[src/rtl/alu_ctrl_pkg.sv]
// Shared encodings for the ALU issue controller: ALU op codes, MIPS
// opcode/funct constants, destination select and the controller FSM states.
package alu_ctrl_pkg;

  localparam logic [3:0] ALUOP_NONE = 4'b0000;
  localparam logic [3:0] ALUOP_ADD  = 4'b0001;
  localparam logic [3:0] ALUOP_SUB  = 4'b0010;
  localparam logic [3:0] ALUOP_AND  = 4'b0011;
  localparam logic [3:0] ALUOP_OR   = 4'b0100;
  localparam logic [3:0] ALUOP_NOR  = 4'b0101;
  localparam logic [3:0] ALUOP_SLT  = 4'b0110;
  localparam logic [3:0] ALUOP_SLL  = 4'b0111;
  localparam logic [3:0] ALUOP_SRL  = 4'b1000;
  localparam logic [3:0] ALUOP_SRA  = 4'b1001;
  localparam logic [3:0] ALUOP_ADDU = 4'b1010;
  localparam logic [3:0] ALUOP_SUBU = 4'b1011;

  localparam logic [5:0] OP_RTYPE = 6'h00;
  localparam logic [5:0] OP_BEQ   = 6'h04;
  localparam logic [5:0] OP_ADDI  = 6'h08;
  localparam logic [5:0] OP_SLTI  = 6'h0A;
  localparam logic [5:0] OP_ANDI  = 6'h0C;
  localparam logic [5:0] OP_ORI   = 6'h0D;

  localparam logic [5:0] FN_SLL  = 6'h00;
  localparam logic [5:0] FN_SRL  = 6'h02;
  localparam logic [5:0] FN_SRA  = 6'h03;
  localparam logic [5:0] FN_ADD  = 6'h20;
  localparam logic [5:0] FN_ADDU = 6'h21;
  localparam logic [5:0] FN_SUB  = 6'h22;
  localparam logic [5:0] FN_SUBU = 6'h23;
  localparam logic [5:0] FN_AND  = 6'h24;
  localparam logic [5:0] FN_OR   = 6'h25;
  localparam logic [5:0] FN_NOR  = 6'h27;
  localparam logic [5:0] FN_SLT  = 6'h2A;

  // Destination register field select
  localparam logic DEST_RD = 1'b0;
  localparam logic DEST_RT = 1'b1;

  typedef enum logic [1:0] {
    ST_IDLE,
    ST_DECODE,
    ST_EXEC,
    ST_WB
  } ctrl_state_t;

endpackage

[src/rtl/alu_op_decode.sv]
// Combinational MIPS opcode/funct decoder for the ALU issue controller.
// Optional I-type/BEQ support is enabled by defining ALU_CTRL_IMM_EN.
module alu_op_decode
  import alu_ctrl_pkg::*;
(
  input  logic [5:0] opcode,
  input  logic [5:0] funct,
  output logic [3:0] alu_op,
  output logic       use_imm,
  output logic       sign_ext,
  output logic       dest_sel,
  output logic       is_branch,
  output logic       legal
);

  // Map opcode/funct to ALU op and operand/destination controls
  always_comb begin
    alu_op    = ALUOP_NONE;
    use_imm   = 1'b0;
    sign_ext  = 1'b0;
    dest_sel  = DEST_RD;
    is_branch = 1'b0;
    legal     = 1'b0;
    if (opcode == OP_RTYPE) begin
      legal = 1'b1;
      case (funct)
        FN_ADD:  alu_op = ALUOP_ADD;
        FN_ADDU: alu_op = ALUOP_ADDU;
        FN_SUB:  alu_op = ALUOP_SUB;
        FN_SUBU: alu_op = ALUOP_SUBU;
        FN_AND:  alu_op = ALUOP_AND;
        FN_OR:   alu_op = ALUOP_OR;
        FN_NOR:  alu_op = ALUOP_NOR;
        FN_SLT:  alu_op = ALUOP_SLT;
        FN_SLL:  alu_op = ALUOP_SLL;
        FN_SRL:  alu_op = ALUOP_SRL;
        FN_SRA:  alu_op = ALUOP_SRA;
        default: legal  = 1'b0;
      endcase
    end
`ifdef ALU_CTRL_IMM_EN
    else begin
      legal    = 1'b1;
      use_imm  = 1'b1;
      dest_sel = DEST_RT;
      case (opcode)
        OP_ADDI: begin alu_op = ALUOP_ADD; sign_ext = 1'b1; end
        OP_SLTI: begin alu_op = ALUOP_SLT; sign_ext = 1'b1; end
        OP_ANDI: alu_op = ALUOP_AND;
        OP_ORI:  alu_op = ALUOP_OR;
        OP_BEQ: begin
          alu_op    = ALUOP_SUB;
          use_imm   = 1'b0;
          dest_sel  = DEST_RD;
          is_branch = 1'b1;
        end
        default: begin
          legal    = 1'b0;
          use_imm  = 1'b0;
          dest_sel = DEST_RD;
        end
      endcase
    end
`endif
  end

endmodule

[src/rtl/alu_issue_ctrl.sv]
// Issue-side controller for the negedge-clocked ALU: latches one MIPS
// instruction, decodes it, drives the ALU for one cycle, captures the
// result and offers it to the register-file write port via valid/ready.
// Define ALU_CTRL_IMM_EN to add ADDI/SLTI/ANDI/ORI and BEQ support.
module alu_issue_ctrl
  import alu_ctrl_pkg::*;
#(
  parameter int DATA_W = 32
) (
  input  logic              clock,
  input  logic              reset,
  input  logic              instr_valid,
  output logic              instr_ready,
  input  logic [31:0]       instr,
  output logic [4:0]        rs_addr,
  output logic [4:0]        rt_addr,
  input  logic [DATA_W-1:0] rs_data,
  input  logic [DATA_W-1:0] rt_data,
  output logic [3:0]        alu_op,
  output logic [DATA_W-1:0] alu_rs,
  output logic [DATA_W-1:0] alu_rt,
  output logic [4:0]        alu_shamt,
  input  logic [DATA_W-1:0] alu_result,
  input  logic              alu_zero,
  output logic              wb_valid,
  input  logic              wb_ready,
  output logic [4:0]        wb_reg,
  output logic [DATA_W-1:0] wb_data,
  output logic              illegal,
  output logic              branch_taken
);

  ctrl_state_t       state;
  logic [31:0]       instr_q;
  logic [4:0]        dest_q;
  logic              br_q;

  logic [3:0]        dec_op;
  logic              dec_use_imm;
  logic              dec_sign_ext;
  logic              dec_dest_sel;
  logic              dec_branch;
  logic              dec_legal;
  logic              dec_shift;
  logic [DATA_W-1:0] imm_ext;
  logic [4:0]        dec_dest;

  alu_op_decode u_dec (
    .opcode    (instr_q[31:26]),
    .funct     (instr_q[5:0]),
    .alu_op    (dec_op),
    .use_imm   (dec_use_imm),
    .sign_ext  (dec_sign_ext),
    .dest_sel  (dec_dest_sel),
    .is_branch (dec_branch),
    .legal     (dec_legal)
  );

  // Register-file read addresses and decoded operand helpers
  always_comb begin
    rs_addr   = instr_q[25:21];
    rt_addr   = instr_q[20:16];
    dec_shift = (dec_op == ALUOP_SLL) || (dec_op == ALUOP_SRL) || (dec_op == ALUOP_SRA);
    imm_ext   = dec_sign_ext ? {{(DATA_W-16){instr_q[15]}}, instr_q[15:0]}
                             : {{(DATA_W-16){1'b0}}, instr_q[15:0]};
    dec_dest  = (dec_dest_sel == DEST_RT) ? instr_q[20:16] : instr_q[15:11];
  end

`ifndef ALU_CTRL_IMM_EN
  logic unused_zero;
  assign unused_zero = alu_zero;
`endif

  // Issue FSM with all datapath registers and registered outputs
  always_ff @(posedge clock) begin
    if (reset) begin
      state        <= ST_IDLE;
      instr_q      <= '0;
      dest_q       <= '0;
      br_q         <= 1'b0;
      instr_ready  <= 1'b1;
      alu_op       <= ALUOP_NONE;
      alu_rs       <= '0;
      alu_rt       <= '0;
      alu_shamt    <= '0;
      wb_valid     <= 1'b0;
      wb_reg       <= '0;
      wb_data      <= '0;
      illegal      <= 1'b0;
      branch_taken <= 1'b0;
    end else begin
      illegal      <= 1'b0;
      branch_taken <= 1'b0;
      case (state)
        ST_IDLE: begin
          if (instr_valid) begin
            instr_q     <= instr;
            instr_ready <= 1'b0;
            state       <= ST_DECODE;
          end
        end
        ST_DECODE: begin
          if (!dec_legal) begin
            illegal     <= 1'b1;
            instr_ready <= 1'b1;
            state       <= ST_IDLE;
          end else begin
            alu_op    <= dec_op;
            alu_rs    <= rs_data;
            alu_rt    <= dec_use_imm ? imm_ext : rt_data;
            alu_shamt <= dec_shift ? instr_q[10:6] : 5'd0;
            dest_q    <= dec_dest;
            br_q      <= dec_branch;
            state     <= ST_EXEC;
          end
        end
        ST_EXEC: begin
          alu_op <= ALUOP_NONE;
          // wb_reg/wb_data are only loaded here so they stay frozen through WB
          if (br_q) begin
`ifdef ALU_CTRL_IMM_EN
            branch_taken <= alu_zero;
`endif
            instr_ready <= 1'b1;
            state       <= ST_IDLE;
          end else if (dest_q == 5'd0) begin
            instr_ready <= 1'b1;
            state       <= ST_IDLE;
          end else begin
            wb_data  <= alu_result;
            wb_reg   <= dest_q;
            wb_valid <= 1'b1;
            state    <= ST_WB;
          end
        end
        ST_WB: begin
          if (wb_ready) begin
            wb_valid    <= 1'b0;
            instr_ready <= 1'b1;
            state       <= ST_IDLE;
          end
        end
        default: begin
          state       <= ST_IDLE;
          instr_ready <= 1'b1;
        end
      endcase
    end
  end

endmodule

[config.mk]
export PLATFORM = sky130hd
export DESIGN_NAME = alu_issue_ctrl
export DESIGN_NICKNAME = d
export VERILOG_FILES = /design/src/rtl/alu_ctrl_pkg.sv /design/src/rtl/alu_op_decode.sv /design/src/rtl/alu_issue_ctrl.sv
export SDC_FILE = /design/constraint.sdc
export NUM_CORES = 1
export LEC_CHECK = 0
export ABC_AREA = 1
export CORE_MARGIN = 8
export CORE_UTILIZATION = 42
export DETAILED_ROUTE_END_ITERATION = 12
export PLACE_DENSITY = 0.81
export SYNTH_ARGS = -nofsm -noshare
export SYNTH_HDL_FRONTEND = slang
export SYNTH_SLANG_ARGS = --single-unit
[constraint.sdc]
create_clock -name clock -period 2.05 [get_ports clock]
set_input_delay 0.615 -clock clock [delete_from_list [all_inputs] [get_ports clock]]
set_output_delay 0.615 -clock clock [all_outputs]
set_load 0.05 [all_outputs]
==> impl_metrics.csv <==
group,metric,value,unit
die,dieArea,0.01754,mm^2
worst_setup_path,crit_buf_inv,3,
die,start_util,43.00,%
timing,skew,0.007401,ns
worst_setup_path,cp_slowest_cell,"dfxtp_1",
clock_tree,root_buffer,"clkbuf_16",
worst_setup_path,crit_type,"register to register",
timing,fmaxAchievable,554.1,MHz
job,cap_viol_max_count,0,
synthesis,synth.avg_cell_area,7.716,um^2
synthesis,ys_seq_area_share,53.44,%
placement,place_area,0.007963,mm^2
timing,period_minus_slack,1.805,ns
timing,setup_viol,0,
die,fp.dieW,132.4,um
clock_tree,clk_pin_slew,0.06,ns
routing,wl,17210,um
die,pin_count,257,
worst_setup_path,critical-path-top-delay-family,"simple AND/OR/NAND/NOR gates",
worst_setup_path,cp-end-kind,"register",
power_and_ir_drop,power.share.combinational,12.4,%
synthesis,ys_types,26,
synthesis,synth-seq-cells,152,
routing,vias_per_cell,4.683,
clock_tree,cts_buffers,17,
power_and_ir_drop,p_int,5428,uW
clock_tree,post_cts_resized,0,
layout,layout-drive-gt1-share,19.06,%
clock_tree,ctsHoldBuffers,0,
clock_tree,cts_setup_buffers,0,
routing,ant_nets,0,
worst_hold_path,min_path_type,"register to register",
synthesis,syn-cell-area,0.005694,mm^2
clock_tree,htreeDepth,4,
layout,syn2layout_area_growth,50.49,%
power_and_ir_drop,p_clk_share,43.9,%
routing,first_pass_iters,4,
synthesis,synth_xor_area_share,0,%
layout,final_net_count,1101,
global_route,grt_max_degree,66,
synthesis,synth_compound_gate_area_share,14.61,%
timing,grt_setup_unrepaired,"no",
power_and_ir_drop,power.leakage,0.003576,uW
clock_tree,cts_buffer_depth,2,
synthesis,synthCells,738,
placement,place_ws,0.06125,ns
global_route,grt_pass1_vias,5223,
worst_setup_path,path_max_fanout,31,
status,status,"finished, final reports clean",
synthesis,synth_adder_area_share,0,%
placement,globalplace.congestion,0.8288,
die,rows,42,
power_and_ir_drop,p_per_area,827.4,mW/mm^2
worst_setup_path,cp.arrival,2.13,ns
placement,dpl.hpwl,12550,um
routing,drt_iter0_markers,345,
synthesis,synthesis.nets,871,
worst_setup_path,critPathRequiredTime,2.38,ns
worst_setup_path,cpMostUsedCell,"nand2_1",
layout,final_cell_mix,"nand2_1 (166), dfxtp_1 (152), nor2_1 (131)",
synthesis,muxShareOfSynthArea,0,%
global_route,grt_overflow,0,
routing,via_count,5423,
clock_tree,clkSinkCount,152,
clock_tree,insertion_delay,0.41,ns
global_route,grt_pass1_wl,27020,um
timing,tns,0,ns
worst_setup_path,crit_chain,"nor2_2, nand3_1, nand2_1, nor2_2, nand2_1, nand2_2, inv_2, nand2_4, clkinv_4, buf_12, nand2_1, a21oi_1",
routing,drc_errors,0,
power_and_ir_drop,ir_drop,597.2,uV
synthesis,synth_top_family_by_area,"simple AND/OR/NAND/NOR gates",
global_route,grt_antenna_before_repair,0,
synthesis,ys_warn_count,0,
die,die_h,132.4,um
timing,finalHoldViolCount,0,
worst_setup_path,startpoint_type,"register",
synthesis,synth-simple-area-share,23.25,%
timing,fin_crit_sh,88.03,%
layout,post-route-cell-area,0.008569,mm^2
timing,drv_slew,0,
die,core_area,0.01324,mm^2
routing,wl_per_cell,14.86,um
power_and_ir_drop,seqPwrFrac,43.7,%
placement,port_buffers,254,
global_route,grt_use_total,18.92,%
clock_tree,cts_tree,"built",
worst_setup_path,cpPeakStageDelay,0.35,ns
power_and_ir_drop,p_sw,1663,uW
layout,layout_commonest_cell,"nand2_1",
timing,fin_ws,0.2453,ns
power_and_ir_drop,power_switching_share,23.45,%
worst register-to-register path: stages (launching register included):
cell and delay [ns]:
dfxtp_1 0.35, nor2_2 0.19, nand3_1 0.12, nand2_1 0.12, nor2_2 0.05, nand2_1 0.09, nand2_2 0.05, inv_2 0.07
nand2_4 0.07, clkinv_4 0.16, buf_12 0.21, nand2_1 0.09, a21oi_1 0.16
cell type report:
cell class / count / area (um^2)
well taps: 176 / 220.2
diodes: 1 / 2.502
fillers: 1201 / 4673
flip-flops and latches: 152 / 3043
inverters: 32 / 125.1
multi-input cells: 498 / 2160
clock buffers: 25 / 515.5
repair buffers: 267 / 2415
clock inverters: 7 / 88.84
power groups by stage:
stage	registers, uW	clock network [uW]	logic [uW]
floorplan	3270	0	383
global placement	3160	0	868
detailed placement	3160	0	880
CTS	3100	3180	884
global route	3110	3320	953
finish	3100	3110	879
synth_stat cells:
| cell | number | area [um^2] |
|---|---|---|
| inv_2 | 2 | 7.510 |
| nor2_1 | 131 | 491.7 |
| a21oi_1 | 91 | 455.4 |
| nor2_4 | 1 | 11.26 |
| clkinv_4 | 1 | 8.760 |
| buf_2 | 7 | 35.03 |
| nand2_2 | 10 | 62.56 |
| dfxtp_1 | 152 | 3043 |
| buf_12 | 1 | 20.02 |
| a211oi_1 | 2 | 15.01 |
| buf_1 | 1 | 3.750 |
| buf_6 | 10 | 112.6 |
| clkbuf_1 | 24 | 90.09 |
| nand4_1 | 2 | 12.51 |
| o21ai_0 | 71 | 355.3 |
| a31oi_1 | 1 | 6.260 |
| nand2_4 | 1 | 11.26 |
| nor4_1 | 1 | 6.260 |
| nor3_1 | 2 | 10.01 |
| inv_1 | 29 | 108.9 |
| nand2_1 | 166 | 623.1 |
| nor2_2 | 4 | 25.02 |
| buf_8 | 1 | 15.01 |
| conb_1 | 1 | 3.750 |
| buf_4 | 12 | 90.09 |
| nand3_1 | 14 | 70.07 |
worst paths after layout:
path	start	cells past startpoint	to	slack (ns)
min	instr_q[8]	2	alu_shamt[2]	0.46
min reg2reg	instr_q[8]	2	alu_shamt[2]	0.46
max reg2reg	instr_q[0]	12	alu_rs[5]	0.25
max	instr_q[0]	12	alu_rs[5]	0.25
per-layer routing:
layer  global-route usage, %  part of all wire [%]  vias up  wire, um
met4                   7.445                   2.6        0       447
met5                       0                     0        -         0
li1                        -                     -     2798         -
met3                   6.889                   6.7       28      1159
met1                   21.33                    42     2420      7184
met2                   31.90                    49      177      8419
through the flow:
step / utilization, % / total power (uW) / hold slack (ns) / std cells
2_1_floorplan: - / 3651 / 0.4293 / 738
3_3_place_gp: 60.13 / 4030 / 0.4371 / 1125
3_5_place_dp: 60.13 / 4043 / 0.4469 / 1125
4_1_cts: 64.69 / 7165 / 0.4559 / 1157
5_1_grt: 64.69 / 7382 / 0.4778 / 1157
6_report: 64.71 / 7091 / 0.4572 / 1158
logic make-up after synthesis:
group,Yosys count
compound gates,165
other cells,1
flops,152
simple gates,332
buf+inv,88
(Power assumes the default switching activity.)
